$ cat config.mk
export PLATFORM = sky130hd
export DESIGN_NAME = video_timing_gen_flat
export DESIGN_NICKNAME = d
export VERILOG_FILES = /design/src/rtl/video_timing_pkg.sv /design/src/rtl/video_timing_if.sv /design/src/rtl/vt_counter9.sv /design/src/rtl/video_timing_gen.sv /design/src/flat_wrapper.sv
export SDC_FILE = /design/constraint.sdc
export NUM_CORES = 1
export LEC_CHECK = 0
export BUFFER_PORTS_ARGS = -buffer_cell sky130_fd_sc_hd__buf_2
export CORE_MARGIN = 2
export CORE_UTILIZATION = 57
export DETAILED_ROUTE_END_ITERATION = 10
export PLACE_DENSITY = 0.89
export SYNTH_ARGS = -nofsm -noshare
export SYNTH_HDL_FRONTEND = slang
export SYNTH_HIERARCHICAL = 1
export SYNTH_SLANG_ARGS = --single-unit
$ cat constraint.sdc
create_clock -name Clk -period 4.2 [get_ports Clk]
set_clock_uncertainty 0.15 [all_clocks]
set_input_delay 0.42 -clock Clk [delete_from_list [all_inputs] [get_ports Clk]]
set_output_delay 0.42 -clock Clk [all_outputs]
set_load 0.01 [all_outputs]
$ cat src/rtl/video_timing_pkg.sv
// Shared timing constants, count type and set/clear flag helper for the raster generator.
package video_timing_pkg;

    typedef logic [8:0] cnt9_t;

    localparam cnt9_t VT_H_START   = 9'h080;
    localparam cnt9_t VT_V_START   = 9'h0F8;
    localparam cnt9_t VT_HBL_START = 9'h188;
    localparam cnt9_t VT_HBL_END   = 9'h088;
    localparam cnt9_t VT_HS_START  = 9'h1A0;
    localparam cnt9_t VT_HS_END    = 9'h1C0;
    localparam cnt9_t VT_VBL_START = 9'h1F0;
    localparam cnt9_t VT_VBL_END   = 9'h110;
    localparam cnt9_t VT_VS_START  = 9'h1F8;
    localparam cnt9_t VT_VS_END    = 9'h100;

    localparam int VT_H_TOTAL = 384;
    localparam int VT_V_TOTAL = 264;

    // Next state of an active-high set/clear flag; clear takes priority on a tie.
    function automatic logic sr_next(input logic cur, input cnt9_t nxt,
                                     input cnt9_t s, input cnt9_t e);
        if (nxt == e) return 1'b0;
        if (nxt == s) return 1'b1;
        return cur;
    endfunction

endpackage

$ cat src/rtl/video_timing_if.sv
// Raster bus between the timing generator (master) and the tile/sprite/palette stages.
// With VIDEO_FLIP_EN defined the bus also carries FLIP and the flipped counts HF/VF.
interface video_timing_if;
    import video_timing_pkg::*;

    logic  CEN;
    cnt9_t H;
    cnt9_t V;
    logic  HBL;
    logic  VBL;
    logic  HS_n;
    logic  VS_n;
    logic  LINE_END;
    logic  FRAME_END;
`ifdef VIDEO_FLIP_EN
    logic  FLIP;
    cnt9_t HF;
    cnt9_t VF;

    modport master (input CEN, FLIP,
                    output H, V, HBL, VBL, HS_n, VS_n, LINE_END, FRAME_END, HF, VF);
    modport slave  (output CEN, FLIP,
                    input H, V, HBL, VBL, HS_n, VS_n, LINE_END, FRAME_END, HF, VF);
`else
    modport master (input CEN,
                    output H, V, HBL, VBL, HS_n, VS_n, LINE_END, FRAME_END);
    modport slave  (output CEN,
                    input H, V, HBL, VBL, HS_n, VS_n, LINE_END, FRAME_END);
`endif
endinterface

$ cat src/rtl/vt_counter9.sv
// 9-bit loadable up-counter: reloads load_val after all-ones, rco is the enabled ripple carry.
module vt_counter9
    import video_timing_pkg::*;
#(
    parameter cnt9_t RST_VAL = '0
) (
    input  logic  Clk,
    input  logic  Clear_bar,
    input  logic  en,
    input  cnt9_t load_val,
    output cnt9_t q,
    output cnt9_t q_nxt,
    output logic  rco
);

    assign q_nxt = (&q) ? load_val : q + 9'd1;
    assign rco   = (&q) & en;

    always_ff @(posedge Clk or negedge Clear_bar) begin
        if (!Clear_bar) q <= RST_VAL;
        else if (en)    q <= q_nxt;
    end

endmodule

$ cat src/rtl/video_timing_gen.sv
// Raster timing generator: cascaded H/V counters plus registered blank/sync flags and strobes.
// Optional feature macro: VIDEO_FLIP_EN (frame-synchronous screen flip outputs HF/VF).
module video_timing_gen
    import video_timing_pkg::*;
#(
    parameter cnt9_t H_START   = VT_H_START,
    parameter cnt9_t V_START   = VT_V_START,
    parameter cnt9_t HBL_START = VT_HBL_START,
    parameter cnt9_t HBL_END   = VT_HBL_END,
    parameter cnt9_t HS_START  = VT_HS_START,
    parameter cnt9_t HS_END    = VT_HS_END,
    parameter cnt9_t VBL_START = VT_VBL_START,
    parameter cnt9_t VBL_END   = VT_VBL_END,
    parameter cnt9_t VS_START  = VT_VS_START,
    parameter cnt9_t VS_END    = VT_VS_END
) (
    input  logic           Clk,
    input  logic           Clear_bar,
    video_timing_if.master vt
);

    cnt9_t h_q, h_nxt, v_q, v_nxt;
    logic  h_rco, v_rco;
    logic  hbl, hs, vbl, vs;

    vt_counter9 #(.RST_VAL(H_START)) u_hcnt (
        .Clk      (Clk),
        .Clear_bar(Clear_bar),
        .en       (vt.CEN),
        .load_val (H_START),
        .q        (h_q),
        .q_nxt    (h_nxt),
        .rco      (h_rco)
    );

    // V is clocked by H's ripple carry, exactly like the cascaded board counters.
    vt_counter9 #(.RST_VAL(V_START)) u_vcnt (
        .Clk      (Clk),
        .Clear_bar(Clear_bar),
        .en       (h_rco),
        .load_val (V_START),
        .q        (v_q),
        .q_nxt    (v_nxt),
        .rco      (v_rco)
    );

    // Flags decode the next count so they switch on the same edge as H/V.
    always_ff @(posedge Clk or negedge Clear_bar) begin
        if (!Clear_bar) begin
            hbl <= 1'b1;
            hs  <= 1'b0;
            vbl <= 1'b1;
            vs  <= 1'b0;
        end else if (vt.CEN) begin
            hbl <= sr_next(hbl, h_nxt, HBL_START, HBL_END);
            hs  <= sr_next(hs,  h_nxt, HS_START,  HS_END);
            if (h_rco) begin
                vbl <= sr_next(vbl, v_nxt, VBL_START, VBL_END);
                vs  <= sr_next(vs,  v_nxt, VS_START,  VS_END);
            end
        end
    end

    assign vt.H         = h_q;
    assign vt.V         = v_q;
    assign vt.HBL       = hbl;
    assign vt.VBL       = vbl;
    assign vt.HS_n      = ~hs;
    assign vt.VS_n      = ~vs;
    assign vt.LINE_END  = h_rco & Clear_bar;
    assign vt.FRAME_END = v_rco & Clear_bar;

`ifdef VIDEO_FLIP_EN
    logic flip_q;

    always_ff @(posedge Clk or negedge Clear_bar) begin
        if (!Clear_bar) flip_q <= 1'b0;
        else if (v_rco) flip_q <= vt.FLIP;
    end

    assign vt.HF = {h_q[8], h_q[7:0] ^ {8{flip_q}}};
    assign vt.VF = {v_q[8], v_q[7:0] ^ {8{flip_q}}};
`endif

endmodule
$ cat src/flat_wrapper.sv
// flat-port wrapper written by rule: the top's interface ports become plain ports
module video_timing_gen_flat import video_timing_pkg::*;
#(
    parameter cnt9_t H_START   = VT_H_START,
    parameter cnt9_t V_START   = VT_V_START,
    parameter cnt9_t HBL_START = VT_HBL_START,
    parameter cnt9_t HBL_END   = VT_HBL_END,
    parameter cnt9_t HS_START  = VT_HS_START,
    parameter cnt9_t HS_END    = VT_HS_END,
    parameter cnt9_t VBL_START = VT_VBL_START,
    parameter cnt9_t VBL_END   = VT_VBL_END,
    parameter cnt9_t VS_START  = VT_VS_START,
    parameter cnt9_t VS_END    = VT_VS_END
)
  (Clk, Clear_bar, vt_CEN, vt_H, vt_V, vt_HBL, vt_VBL, vt_HS_n, vt_VS_n, vt_LINE_END, vt_FRAME_END);
  video_timing_if vt_i ();
  input  logic Clk;
  input  logic Clear_bar;
  input wire logic [$bits(vt_i.CEN)-1:0] vt_CEN;
  output wire logic [$bits(vt_i.H)-1:0] vt_H;
  output wire logic [$bits(vt_i.V)-1:0] vt_V;
  output wire logic [$bits(vt_i.HBL)-1:0] vt_HBL;
  output wire logic [$bits(vt_i.VBL)-1:0] vt_VBL;
  output wire logic [$bits(vt_i.HS_n)-1:0] vt_HS_n;
  output wire logic [$bits(vt_i.VS_n)-1:0] vt_VS_n;
  output wire logic [$bits(vt_i.LINE_END)-1:0] vt_LINE_END;
  output wire logic [$bits(vt_i.FRAME_END)-1:0] vt_FRAME_END;
  assign vt_i.CEN = vt_CEN;
  assign vt_H = vt_i.H;
  assign vt_V = vt_i.V;
  assign vt_HBL = vt_i.HBL;
  assign vt_VBL = vt_i.VBL;
  assign vt_HS_n = vt_i.HS_n;
  assign vt_VS_n = vt_i.VS_n;
  assign vt_LINE_END = vt_i.LINE_END;
  assign vt_FRAME_END = vt_i.FRAME_END;
  video_timing_gen #(.H_START(H_START), .V_START(V_START), .HBL_START(HBL_START), .HBL_END(HBL_END), .HS_START(HS_START), .HS_END(HS_END), .VBL_START(VBL_START), .VBL_END(VBL_END), .VS_START(VS_START), .VS_END(VS_END)) u_core (.Clk(Clk), .Clear_bar(Clear_bar), .vt(vt_i));
endmodule
==> metrics.txt <==
Placed Area=0.001929 mm2; clk sinks=22; post-route setup slack=0.6698 ns; VDD IR max=0.0003763 V; Reg2Reg Setup Slack=0.67 ns; post-route ant nets=0; sequential share of the synthesized area=32.11%; met2 usage=37.05%; WP data arrival=3.57 ns; clk root buf=clkbuf_4; fmax=283.3 MHz; Die Wd=59.34 um; RSZ-0062 raised after global routing=no; Post-Synthesis Cells=184; power per cell area=368.3 mW/mm2; DR WL/cell=13.55 um; Fin Hold WS=0.3645 ns; vias in the first global route=1279; Final setup violation count=0; routing usage on met1=26.98%; Post-synth EDFFs=0; Setup WS pre-CTS=0.7160 ns; final core occ=66.01%; Worst slew margin=46.97%; count of state elements after synthesis=22; DR vias/cell=5.794; gr usage total=20.92%; Resized cells post-CTS=0; post-synth cell types=44; Syn-to-layout area delta=12.62%; Total Wirelength=3550 um; Mean Syn Cell Area=9.486 um2; largest net degree at the start of global routing=26; Row Count=20; number of buffers added on ports=26; hpwl dp=2569 um; final hold vios=0; commonest non-fill, non-tap cells in the layout=conb_1 (28), buf_2 (26), mux2_2 (17), dfrtp_1 (14), o21ai_0 (11); critical path data required time=4.24 ns; CTS Hold Bufs=1; H-tree Lvls=1; post-route cell area=0.001966 mm2; residual DRC count=0; Starting DRT DRC Count=68; terminus of the critical flop-to-flop path=u_core/vs; Fin Setup TNS=0 ns; hold depth=1; fillers=270; Max-Cap Viols=0; clk slew on worst S/H paths=0.11 ns; crit path launch type=register; CORE AREA=0.002978 mm2; status=finished, final reports clean; I/O pin count=27; Pleak=0.0009236 uW; DR pass1 iterations=4; layout cell share with drive strength beyond 1=28.82%; CP Capture Type=register; Synthesis Warnings=6; Vias=1518; Synth Cell Area=0.001745 mm2; R2R cell count=9; clk_lat worst skew=0.31 ns; Die H=59.34 um; Routability Congestion=0.8440; ANT cells=0; Critical R2R Launch=u_core/u_vcnt/q[3]; Main synth FF type=dfrtp_1; Synth async-reset ratio=100.0%; hold path endpoint=u_core/vt.VBL; hold crit path type=register to register; final slew viol count=0; minimum clock period=3.530 ns; initial antenna violation count=0; full die area=0.003521 mm2; met3 GRT Util=1.965%; first-pass GRT wire length=5678 um; Starting Density=58.61%; Slew @ Worst Pin=0.7954 ns; hold path startpoint=u_core/vt.VBL; cts bufs inserted=3; CP Max Fanout=25; critical path class=register to register; share of the clock period used by the worst path after layout=84.05%; Post-CTS Setup Inserts=0; nets=239; total gr overflow=0; CTS tree=done; GR peak layer=met2; commonest non-fill, non-tap cell in the layout=conb_1; clk buf depth=2
-- sequential cells by signal (all words and copies together), names as in the netlist --
name / flops
u_core/vt.HBL: 1
u_core/u_vcnt/q: 9
u_core/vs: 1
u_core/vt.VBL: 1
u_core/hs: 1
u_core/u_hcnt/q: 9
-- cells in the mapped netlist, types with 3 or more instances --
cell type	number	area, um2
buf_2	8	40.04
xnor2_1	4	35.03
nand2b_1	4	25.02
o21ai_0	11	55.05
nor2_1	8	30.03
and3_1	4	25.02
a22o_1	6	52.55
nand3_1	4	20.02
nor2b_1	4	25.02
a31oi_1	4	25.02
o31ai_1	3	22.52
nand2_1	10	37.54
a21oi_1	3	15.01
o211ai_1	5	37.54
inv_1	6	22.52
and2_1	6	37.54
buf_6	4	45.04
dfstp_2	8	210.2
ha_1	6	75.07
a221o_1	4	40.04
dfrtp_1	14	350.3
mux2_2	17	191.4
nand3b_1	3	22.52
nand4_1	7	43.79
-- per-stage QoR --
stage,std cells,total power (uW)
global placement,257,611.6
finish,262,724.0
global route,262,776.7
floorplan,210,543.5
detailed placement,257,623.9
CTS,262,728.1
-- critical path, cell delays in order, from the launching register on --
cell,delay (ns)
dfstp_2,0.63
and4_4,0.28
and2_4,0.15
and3_2,0.18
ha_1,0.67
nor2_1,0.12
a221o_1,0.39
or4_1,0.51
o31ai_1,0.21
o211ai_1,0.12
-- power by group --
| group | internal [uW] | total [uW] | switching, uW |
|---|---|---|---|
| Sequential | 250 | 314 | 64.0 |
| Clock | 37.0 | 101 | 63.8 |
| Combinational | 158 | 309 | 151 |
-- worst max path at each step --
| stage | from | endpoint | slack [ns] | cells after the start |
|---|---|---|---|---|
| 6_report | u_core/u_vcnt/q[3] | u_core/vs | 0.67 | 9 |
| 4_1_cts | u_core/u_vcnt/q[3] | u_core/vs | 0.71 | 9 |
| 3_3_place_gp | u_core/u_vcnt/q[3] | u_core/vs | 0.80 | 9 |
| 5_1_grt | u_core/u_vcnt/q[3] | u_core/vs | 0.53 | 9 |
| 2_1_floorplan | u_core/u_vcnt/q[3] | u_core/vs | 1.17 | 12 |
| 3_5_place_dp | u_core/u_vcnt/q[3] | u_core/vs | 0.72 | 9 |
-- cell type report --
type	instances	area, um2	share of cell area (%)
Timing Repair Buffer	27	140.1	7.129
Inverter	6	22.52	1.146
Multi-Input combinational cell	170	1175	59.77
Sequential cell	22	560.5	28.52
Clock buffer	4	26.28	1.337
Tap cell	33	41.29	2.101
-- routing by layer --
layer / part of all wire [%] / vias to the layer above
li1: - / 754
met1: 46 / 717
met2: 50 / 43
met3: 3.8 / 4
met4: 0.76 / 0
met5: 0 / -
-- logic make-up (layout without fill, tap and decap cells) --
group / Yosys count / count (layout) / synth area share (%)
AOI/OAI and AO/OA: 43 / 43 / 17.85
xor gates and xnor gates: 6 / 6 / 3.011
adders and majority gates: 6 / 6 / 4.301
buffers and inverters: 18 / 37 / 6.165
DFF: 22 / 22 / 32.11
muxes: 17 / 17 / 10.97
other: 2 / 28 / 0.4303
and+or+nand+nor: 70 / 70 / 25.16
No activity file was read; power rests on OpenSTA's default activity.
